### src/rtl/mul_pkg.sv
// mul_pkg -- shared types and constants for the sequential multiplier.
//   mul_state_t : control FSM states (IDLE, RUN, DONE)
//   cnt_width() : iteration-counter width for a given operand width
package mul_pkg;

  typedef enum logic [1:0] {
    IDLE = 2'd0,
    RUN  = 2'd1,
    DONE = 2'd2
  } mul_state_t;

  localparam int unsigned MUL_WIDTH_DEFAULT = 32;

  // A 1-bit operand still needs a 1-bit counter, so the width never drops to 0.
  function automatic int unsigned cnt_width(input int unsigned width);
    return (width > 1) ? $clog2(width) : 1;
  endfunction

  localparam int unsigned MUL_CNT_W = cnt_width(MUL_WIDTH_DEFAULT);

endpackage

### src/rtl/mul_datapath.sv
// mul_datapath -- shift-and-add datapath for mul_sequencer.
//   clk, reset   : clock, synchronous active-low reset
//   load         : capture operands, seed partial product with Acc or 0
//   step         : one shift-and-add iteration
//   acc_en       : select Acc (1) or 0 (0) as the partial-product seed
//   src_a/src_b  : multiplicand / multiplier
//   acc          : accumulate addend
//   pp_next      : partial product after the current iteration's add
//   mplier_last  : multiplier becomes 0 after the current shift
module mul_datapath
  import mul_pkg::*;
#(
  parameter int unsigned WIDTH = MUL_WIDTH_DEFAULT
) (
  input  logic             clk,
  input  logic             reset,
  input  logic             load,
  input  logic             step,
  input  logic             acc_en,
  input  logic [WIDTH-1:0] src_a,
  input  logic [WIDTH-1:0] src_b,
  input  logic [WIDTH-1:0] acc,
  output logic [WIDTH-1:0] pp_next,
  output logic             mplier_last
);

  logic [WIDTH-1:0] mcand;
  logic [WIDTH-1:0] mplier;
  logic [WIDTH-1:0] pp;

  always_ff @(posedge clk) begin
    if (!reset) begin
      mcand  <= '0;
      mplier <= '0;
      pp     <= '0;
    end else if (load) begin
      mcand  <= src_a;
      mplier <= src_b;
      pp     <= acc_en ? acc : '0;
    end else if (step) begin
      pp     <= pp_next;
      mcand  <= mcand << 1;
      mplier <= mplier >> 1;
    end
  end

  // Sum wraps modulo 2^WIDTH; carries out of the top bit are dropped.
  always_comb begin
    pp_next     = pp + (mplier[0] ? mcand : '0);
    mplier_last = ((mplier >> 1) == '0);
  end

endmodule

### src/rtl/mul_sequencer.sv
// mul_sequencer -- sequential unsigned multiply / multiply-accumulate.
//   clk, reset         : clock, synchronous active-low reset
//   Start, Cancel      : request (sampled in IDLE) / abort a running operation
//   AccEn              : 1 = Result = SrcA*SrcB + Acc, 0 = SrcA*SrcB
//   SrcA, SrcB, Acc    : operands
//   Busy               : high in RUN and DONE
//   Done               : one-cycle pulse when Result is valid
//   Result, N, Z       : registered result and flags, held until next completion
// RUN length is max(1, msb_index(SrcB)+1) cycles thanks to the early exit.
module mul_sequencer
  import mul_pkg::*;
#(
  parameter int unsigned WIDTH = MUL_WIDTH_DEFAULT
) (
  input  logic             clk,
  input  logic             reset,
  input  logic             Start,
  input  logic             Cancel,
  input  logic             AccEn,
  input  logic [WIDTH-1:0] SrcA,
  input  logic [WIDTH-1:0] SrcB,
  input  logic [WIDTH-1:0] Acc,
  output logic             Busy,
  output logic             Done,
  output logic [WIDTH-1:0] Result,
  output logic             N,
  output logic             Z
);

  localparam int unsigned     CW       = cnt_width(WIDTH);
  localparam logic [CW-1:0]   CNT_LAST = CW'(WIDTH - 1);

  mul_state_t       state;
  mul_state_t       state_next;
  logic [CW-1:0]    cnt;
  logic             load;
  logic             step;
  logic             finish;
  logic [WIDTH-1:0] pp_next;
  logic             mplier_last;

  mul_datapath #(
    .WIDTH(WIDTH)
  ) u_datapath (
    .clk        (clk),
    .reset      (reset),
    .load       (load),
    .step       (step),
    .acc_en     (AccEn),
    .src_a      (SrcA),
    .src_b      (SrcB),
    .acc        (Acc),
    .pp_next    (pp_next),
    .mplier_last(mplier_last)
  );

  assign finish = mplier_last || (cnt == CNT_LAST);

  always_ff @(posedge clk) begin
    if (!reset) begin
      state <= IDLE;
    end else begin
      state <= state_next;
    end
  end

  // Cancel outranks completion: a cancelled last iteration never reaches DONE.
  always_comb begin
    state_next = state;
    unique case (state)
      IDLE:    if (Start && !Cancel) state_next = RUN;
      RUN: begin
        if (Cancel)      state_next = IDLE;
        else if (finish) state_next = DONE;
      end
      DONE:    state_next = IDLE;
      default: state_next = IDLE;
    endcase
  end

  always_comb begin
    Busy = (state == RUN) || (state == DONE);
    Done = (state == DONE);
    load = (state == IDLE) && Start && !Cancel;
    step = (state == RUN);
  end

  always_ff @(posedge clk) begin
    if (!reset) begin
      cnt <= '0;
    end else if (load) begin
      cnt <= '0;
    end else if (step) begin
      cnt <= cnt + CW'(1);
    end
  end

  // Result is taken straight from the adder so it is valid in the DONE cycle.
  always_ff @(posedge clk) begin
    if (!reset) begin
      Result <= '0;
      N      <= 1'b0;
      Z      <= 1'b0;
    end else if ((state == RUN) && !Cancel && finish) begin
      Result <= pp_next;
      N      <= pp_next[WIDTH-1];
      Z      <= (pp_next == '0);
    end
  end

endmodule

### config.mk
export PLATFORM = sky130hd
export DESIGN_NAME = mul_sequencer
export DESIGN_NICKNAME = d
export VERILOG_FILES = /design/src/rtl/mul_pkg.sv /design/src/rtl/mul_datapath.sv /design/src/rtl/mul_sequencer.sv
export SDC_FILE = /design/constraint.sdc
export NUM_CORES = 1
export LEC_CHECK = 0
export ABC_AREA = 1
export CORE_AREA = 2 2 211 151
export CTS_CLUSTER_DIAMETER = 50
export DETAILED_ROUTE_END_ITERATION = 10
export DIE_AREA = 0 0 213 153
export PLACE_DENSITY_LB_ADDON = 0.05
export RECOVER_POWER = 25
export SYNTH_ARGS = -nofsm -noshare
export SYNTH_HDL_FRONTEND = slang
export SYNTH_SLANG_ARGS = --single-unit
### constraint.sdc
create_clock -name clk -period 6 [get_ports clk]
set_input_delay 1.5 -clock clk [delete_from_list [all_inputs] [get_ports clk]]
set_output_delay 1.5 -clock clk [all_outputs]
set_load 0.02 [all_outputs]
==> summary by stage, run 1 <==
GRT
The global routing usage summed across all routing layers is 19.4%. After global routing the overflow that remains totals 0. The global-route wire length before repair is 48000 microns. The number of antenna violations at the first check in global routing is 0. The number of global-route vias before repair is 8260. Entering global routing, the biggest net connects 74 pins.

Yosys
Multiplexer cells account for 0% of the synthesized area. When the netlist entered floorplanning its net count stood at 1510. The largest total area in the synthesized netlist belongs to dfxtp_1. The share of synthesized area in the top cell type comes to 32.3%. The number of instances in the synthesized netlist is 1371.

Of the total synthesized cell area, the portion taken by AND, OR, NAND and NOR gates is 33.7%. The fraction of synthesized cell area in xor and xnor cells is 0.416%. The synthesized netlist contains 39 unique library cells.

Synthesis inferred 136 register bits. After synthesis the cells add up to 8430 sq um. Yosys attributes the largest share of cell area to dfxtp_1 (32%), nand2_1 (23%), inv_1 (9.1%). Counting flops with an async set or reset pin after synthesis yields a share of 0%. Summing the sequential cell areas from Yosys gives 32.3% of the chip area.

The compound-gate portion of the synthesized area is 15.8%. The synthesis warning total is 0. A synthesized cell averages 6.15 sq um. The largest family of logic cells by synthesized area is simple AND/OR/NAND/NOR gates. Counting flops with a built-in enable in the synthesized netlist gives 0. The top flip-flop cell by instance count after synthesis is dfxtp_1. After Yosys synthesis, full adders, half adders and majority gates account for 5.73% of the synthesized area.

Die
For this configuration, the core starts out at a cell density of 27.5%. The core area is 30600 sq um. The number of ports placed on the die boundary is 137. The die covers 32600 sq um. The initialized floorplan defines 54 standard-cell rows. The height of the die is 153 microns. Measured along the x axis, the die boundary spans 213 microns.

Timing
The final max-slew violation count is 43. The worst clock skew on the final layout is 8.21 ps. For the pin with the worst max-slew slack, the measured transition is 1910 ps. The remaining max-slew budget at the tightest pin is -27.6%.

Setup repair after global routing left no endpoint under its margin. The count of endpoints failing hold in the final timing report is 0. Setup slack closes at 1370 ps. The minimum period implied by the final worst setup slack is 4630 ps.

The final number of setup-violating endpoints is 0. After layout, the worst path uses 77.2% of the clock period. The sum of negative setup slack is 0 ps. Timing would allow up to 0.216 GHz.

Route
The antenna violation net count after detailed routing is 0. Signal routing reaches up to met4. The first routing iteration left 655 violations. After detailed routing, the met2 layer carries 12700 microns of wire. The post-detailed-route wirelength per cell is 16.1 microns.

For this block, wires on met1 add up to 16600 microns. The number of detailed-route iterations in the first pass is 5. The total number of vias is 8734. Dividing the detail-routed via count by the number of cells gives 4.57. After detailed routing, the number of remaining DRC violations is 0.

The final wirelength is 30700 microns. Detailed routing placed a total of 1200 microns of wire on met3.

Clock network
The latest clock arrival within the worst-skew pair is 440 ps. TritonCTS created 17 clock buffers. The clock input transition at the sequential cells of the worst setup and hold paths is 70 ps. The CTS tree is built. The tree is rooted in a clkbuf_16. The clock passes through at most 2 buffers. The clock sink total is 136. For this design, the CTS-stage hold fixing added 0 buffers. The quantity of gates resized following cts is 0. The buffer count from post-CTS setup fixing is 0.

The level count of the clock H-tree is 4.

Power
In this run the power density over the cells is 261 nW/um^2. Net switching is 32.4% of the power. The leakage power figure is 0.00529 uW. The worst voltage drop across the vdd grid is 138 uV. The switching power is 910 uW. Combinational logic burns 22.1% of the power.

The total internal power is 1900 uW. Of the total power, registers draw 36.8%. The clock network burns 41.0% of the power.

Status
The final reports fail on max-capacitance violations, max-slew violations. The run finished, with violations left.

Worst setup path
The worst endpoint data arrival time is 4980 ps. The critical path startpoint is Cancel. The startpoint type of the worst setup path is a primary input. The critical path is of the primary input to flip-flop type. The kind of end point of the critical path is a flip-flop.

The worst register-to-register path begins at state[1]. STA puts the critical path data required time at 6350 ps. The highest net fanout along the worst path is 42.

Cells and area
The layout overhead on the synthesized area is 28.1%. The fraction of the core area covered by cells at the end of the flow is 35.3%. The layout cell share with drive strength beyond 1 is 4.09%. The number of nets in the layout is 1618. The number of antenna diodes in the final layout is 0.

Run
The tool flagged a number of max-cap violations equal to 1.

Place
The congestion estimate from routability-driven global placement came to 0.870. Before CTS, the worst setup slack after placement is 1850 ps. The half-perimeter wire length of the detailed placement result is 23200 microns. In this run the tool buffered the top-level ports with 136 buffer cells.

Min path
In this run the most critical hold path is launched from cnt[4]. In this run the worst hold path is classified as flip-flop to flip-flop.
[layout by cell type (no fill, tap or decap), drive strengths merged]
master | Yosys | routed
o21bai | 2 | 2
o31ai | 1 | 1
nor3 | 5 | 5
clkinvlp | 0 | 4
ha | 37 | 37
a31oi | 56 | 56
clkbuf | 37 | 20
nor2 | 109 | 109
a21oi | 77 | 77
dlygate4sd3 | 0 | 36
clkinv | 1 | 9
clkdlybuf4s50 | 0 | 100
a21o | 1 | 1
o211ai | 15 | 15
xor2 | 4 | 4
buf | 22 | 9
and2 | 3 | 3
inv | 206 | 205
and3 | 1 | 1
nand2 | 521 | 521
nand4 | 14 | 14
a22oi | 15 | 15
o221ai | 19 | 19
o211a | 1 | 1
nand3 | 49 | 49
nand3b | 7 | 7
o21ai | 31 | 31
bufinv | 0 | 4
fa | 1 | 1
dfxtp | 136 | 136
[final cells by class]
class / instances / area [sq um]
multi-input combinational: 969 / 4700
sequential: 136 / 2720
timing repair buffer: 148 / 1440
tap: 420 / 526
fill: 3404 / 19800
clock buffer: 17 / 425
inverter: 207 / 779
clock inverter: 15 / 203
[worst max-delay path: stages]
cell and delay (ps):
clkdlybuf4s50_1 450, nor2_1 230, nand2_1 80, clkbuf_1 390, inv_1 400, clkbuf_1 1400
o21ai_0 210, a31oi_1 250
[sequential cells by signal, indices dropped and copies added, names as in the netlist]
signal,cells
u_datapath.mcand,32
state,2
Result,32
u_datapath.mplier,32
u_datapath.pp,32
cnt,5
Z,1
[power by group through the flow]
stage                     Combinational [uW]  Clock [uW]  Sequential [uW]
after floorplan                          383           0             1050
after global placement                   631           0             1060
after detailed placement                 633           0             1060
after CTS                                636        1180             1040
after global routing                     700        1220             1050
final                                    622        1160             1040
[Yosys cell counts, types with 2 or more instances]
master and number:
inv_1 204, a31oi_1 56, o21ai_0 30, buf_1 11, nor2_1 105, buf_2 9
nor2_2 3, nand2_2 7, ha_1 37, o221ai_1 19, buf_4 2, dfxtp_1 136
a21oi_1 76, nand3b_1 7, clkbuf_1 36, nor3_1 5, nand3_1 48, a22oi_1 15
o211ai_1 15, nand4_1 14, xor2_1 4, nand2_1 514, inv_2 2
[logic make-up (layout without fill, tap and decap cells)]
kind of cell,Yosys count,after routing
compound gates,218,218
xor+xnor,4,4
fa+ha+maj,38,38
buf+inv,266,387
flops,136,136
simple gates,709,709
[per-stage QoR]
step	instances	cell area [sq um]	power (uW)	hold slack, ps
finish	1912	10800	2810	472
global route	1912	10800	2970	504
CTS	1912	10800	2860	471
detailed placement	1880	10200	1690	461
global placement	1880	10200	1690	455
floorplan	1371	8430	1430	445
[per-layer routing]
layer | track usage (%) | vias to the layer above
met1 | 29.6 | 3950
met2 | 27.9 | 184
met3 | 3.64 | 14
met4 | 3.83 | 0
li1 | - | 4586
met5 | 0 | -
[path summary, 6_finish.rpt]
kind	to	slack [ps]	depth (start not counted)
worst max-delay path	Result[6]	1370	8
worst min register to register	cnt[4]	470	2
worst min-delay path	cnt[4]	470	2
worst max register to register	Result[6]	1880	10
No activity file was read; power rests on OpenSTA's default activity.
==> run 2: changes to the inputs <==
clock period = 4.55 ns   (was 6 ns; I/O delays follow)
==> run 2 against run 1 <==
The run now ends clean. Register-to-register slack worse by 620 ps. Worst hold slack worse by 3.9 ps. Wire length is 2.5% higher. Sequential cell count stayed put. Sequential share of layout area hardly changed. Highest routed layer unchanged. Global-route usage is 0.36 points higher. Clock power is 23% higher. Clock skew is 2.8 ps higher. Cell area is 0.13% lower. Non-clock buffer count is 1 higher. Critical endpoint is now u_datapath.pp[27]. Combinational power is 34% higher. Die area stayed put.
==> summary by stage, run 2 (synthesis results as in run 1) <==
GRT
The residual overflow from global routing is 0 (unchanged). The number of global-route vias before repair is 8476 (+2.6%). The global routing usage summed across all routing layers is 19.7% (+0.36 points). The number of antenna violations at the first check in global routing is 0 (unchanged). The largest net degree at the start of global routing is 91 (+23%). The global-route wire length before repair is 48900 microns (+2.0%).

Min path
The class of the worst hold path is flip-flop to flip-flop. The worst hold path stage count was 2 (unchanged). The startpoint of the lowest-slack hold path is cnt[4].

Die
The number of ports placed on the die boundary is 137 (unchanged). The full die area was 32600 sq um (unchanged). The die span in x is 213 microns (unchanged).

The total number of placement rows was 54 (unchanged). The effective utilization at floorplan is 27.5% (unchanged). The core area is 30600 sq um (unchanged). The height of the die is 153 microns (unchanged).

Worst setup path
The delay of the slowest cell on the worst path is 950 ps (-450 ps). The worst endpoint data arrival time is 4280 ps (-700 ps). The total number of cells along the worst setup path was 7 (-1). The data required time at the worst endpoint is 4930 ps (-1420 ps). The critical path startpoint is reset. Among all stages on the critical path, the largest delay is contributed by clkbuf_1. The worst setup path is of the primary input to flip-flop kind. The kind of end point of the critical path is a flip-flop. STA classifies the critical path startpoint as a primary input.

Walking the worst path, the cells encountered are dlygate4sd3_1 -> clkbuf_1 -> clkinv_2 -> buf_12 -> a21oi_1 -> o221ai_1 -> inv_1. The number of buffer and inverter instances along the worst setup path came to 5 (+1). The highest net fanout along the worst path is 90 (+110%). The depth of the most critical reg-to-reg path is 18 (+8). The top cell family by delay on the critical path is buffers and inverters. The launch point of the worst reg-to-reg path is u_datapath.mplier[0].

Run
The number of violations of the max-capacitance limit came to 0 (-1).

Timing
The transition at the pin with the smallest max-transition slack is 1310 ps (-605 ps). The final number of setup-violating endpoints was 0 (unchanged). The final max-slew violation count is 0 (-100%). The setup slack of the critical path after layout is 656 ps (-711 ps). Setup repair after global routing left no endpoint under its margin. The remaining max-slew budget at the tightest pin was 12.8% (+40 points).

The sum of negative setup slack is 0 ps (unchanged). The maximum frequency from static timing analysis is 0.257 GHz. In the finished design, the share of the clock period the worst path needs comes to 85.6%.

The minimum period implied by the final worst setup slack is 3890 ps. The count of endpoints failing hold in the final timing report came to 0 (unchanged). The worst clock skew on the final layout is 11.0 ps (+2.84 ps).

Cells and area
The layout cell share with drive strength beyond 1 is 4.02% (-0.070 points). The count of non-filler cells in the finished layout is 1913 (+0.052%). The antenna cell count is 0 (unchanged). Leaving out fill and tap cells, the most frequent cells in the layout are nand2_1 (514), inv_1 (204), dfxtp_1 (136). The total non-filler cell area in the finished layout is 10800 sq um (-0.13%). Compared with the post-synthesis result, the final layout area differs by 27.9%. The most frequent standard cell in the layout excluding fill and tap cells is nand2_1. The number of nets in the layout is 1619 (+0.062%).

Power
The proportion of power drawn by flip-flops and latches is 37.7% (+0.9 points). The switching power came to 1170 uW (+28%). The part of the power in the clock network came to 39.3% (-1.7 points). The leakage power figure is 0.00530 uW (+0.17%). The relative contribution of combinational cells to total power came to 23.0% (+0.9 points). The total internal power is 2460 uW (+29%). The power density over cell area was 336 nW/um^2 (+29%).

The worst voltage drop across the vdd grid is 185 uV (+35%). The power consumption is 3620 uW (+29%). The switching share of power is 32.2% (-0.15 points).

Route
The DRC violation total after the first TritonRoute iteration was 564 (-14%). The detailed-routed wire length on met2 is 13000 microns (+2.6%). The post-detailed-route wirelength per cell is 16.5 microns (+2.4%). The met1 routed wirelength after detailed routing is 16800 microns (+1.2%). The remaining design rule violation count was 0 (unchanged). The routed length on met3 is 1360 microns (+13%). The highest layer used for signal routing is met4. The total number of vias came to 8811 (+0.88%). The antenna violation net count after detailed routing is 0 (unchanged). The final wirelength is 31500 microns (+2.5%). The number of detailed-route iterations in the first pass is 5 (unchanged).

The mean number of vias per cell is 4.61 (+0.83%).

Clock network
The buffer levels on the longest clock path is 2 (unchanged). The level count of the clock H-tree was 4 (unchanged). The latest clock arrival within the worst-skew pair was 440 ps (about the same). The CTS tree is built.

The root cell of the clock tree is clkbuf_16. The clock input transition at the sequential cells of the worst setup and hold paths is 60 ps (about the same). The total CTS buffers is 17 (unchanged). The quantity of gates resized following cts came to 0 (unchanged). The buffer count from post-CTS setup fixing was 0 (unchanged).

The clock sink total is 136 (unchanged). The hold buffer count at cts came to 0 (unchanged).

Place
The placed instance count was 1881 (+0.053%). The routability congestion estimate is 0.893 (+2.6%). The instance area at placement came to 10200 sq um (+0.20%).

The placement-stage worst setup slack came to 1070 ps (-781 ps). The half-perimeter wire length of the detailed placement result was 23600 microns (+1.9%). The number of buffers added on ports is 136 (unchanged).

Status
The flow ran to the end, and the final reports show no timing, DRC or antenna violations.
==> run 2: cell types whose count changed in the layout (fill, tap and decap cells not counted), sizes merged <==
cell	previous run	this run
clkbuf	20	26
inv	205	204
clkinvlp	4	1
buf	9	12
bufinv	4	2
clkinv	9	7
==> run 2: path summary, 6_finish.rpt <==
path	slack (ps)	endpoint
worst max-delay path	660	u_datapath.pp[27]
worst min-delay path	470	cnt[4]
worst max register to register	1260	Z
worst min register to register	470	cnt[4]
==> run 2: through the flow <==
| step | util [%] | hold WS [ps] |
|---|---|---|
| 2_1_floorplan | - | 445 |
| 3_3_place_gp | 33.3 | 459 |
| 3_5_place_dp | 33.3 | 464 |
| 4_1_cts | 35.3 | 473 |
| 5_1_grt | 35.2 | 484 |
| 6_report | 35.2 | 468 |
==> run 2: metal layers <==
metal	up-vias	global-route usage, %
met5	-	0
met4	0	4.50
met3	17	3.86
met2	173	28.2
met1	4027	30.0
li1	4594	-
==> run 2: cell type report <==
cell class | instances | area, sq um
sequential | 136 | 2720
fill | 3411 | 19800
inverter | 207 | 779
clock inverter | 7 | 91.3
multi-input combinational | 969 | 4700
clock buffer | 25 | 495
tap | 420 | 526
timing repair buffer | 149 | 1470
==> run 2: tightest hold or removal path: stages, from the launching register on <==
cell	delay (ps)
dfxtp_1	310
nand2_1	60
a21oi_1	50
==> run 2: power by group through the flow <==
stage	combinational [uW]	clock [uW]	sequential [uW]
after floorplan	505	0	1380
after global placement	845	0	1390
after detailed placement	845	0	1390
after CTS	849	1470	1370
after global routing	933	1510	1380
final	834	1430	1370
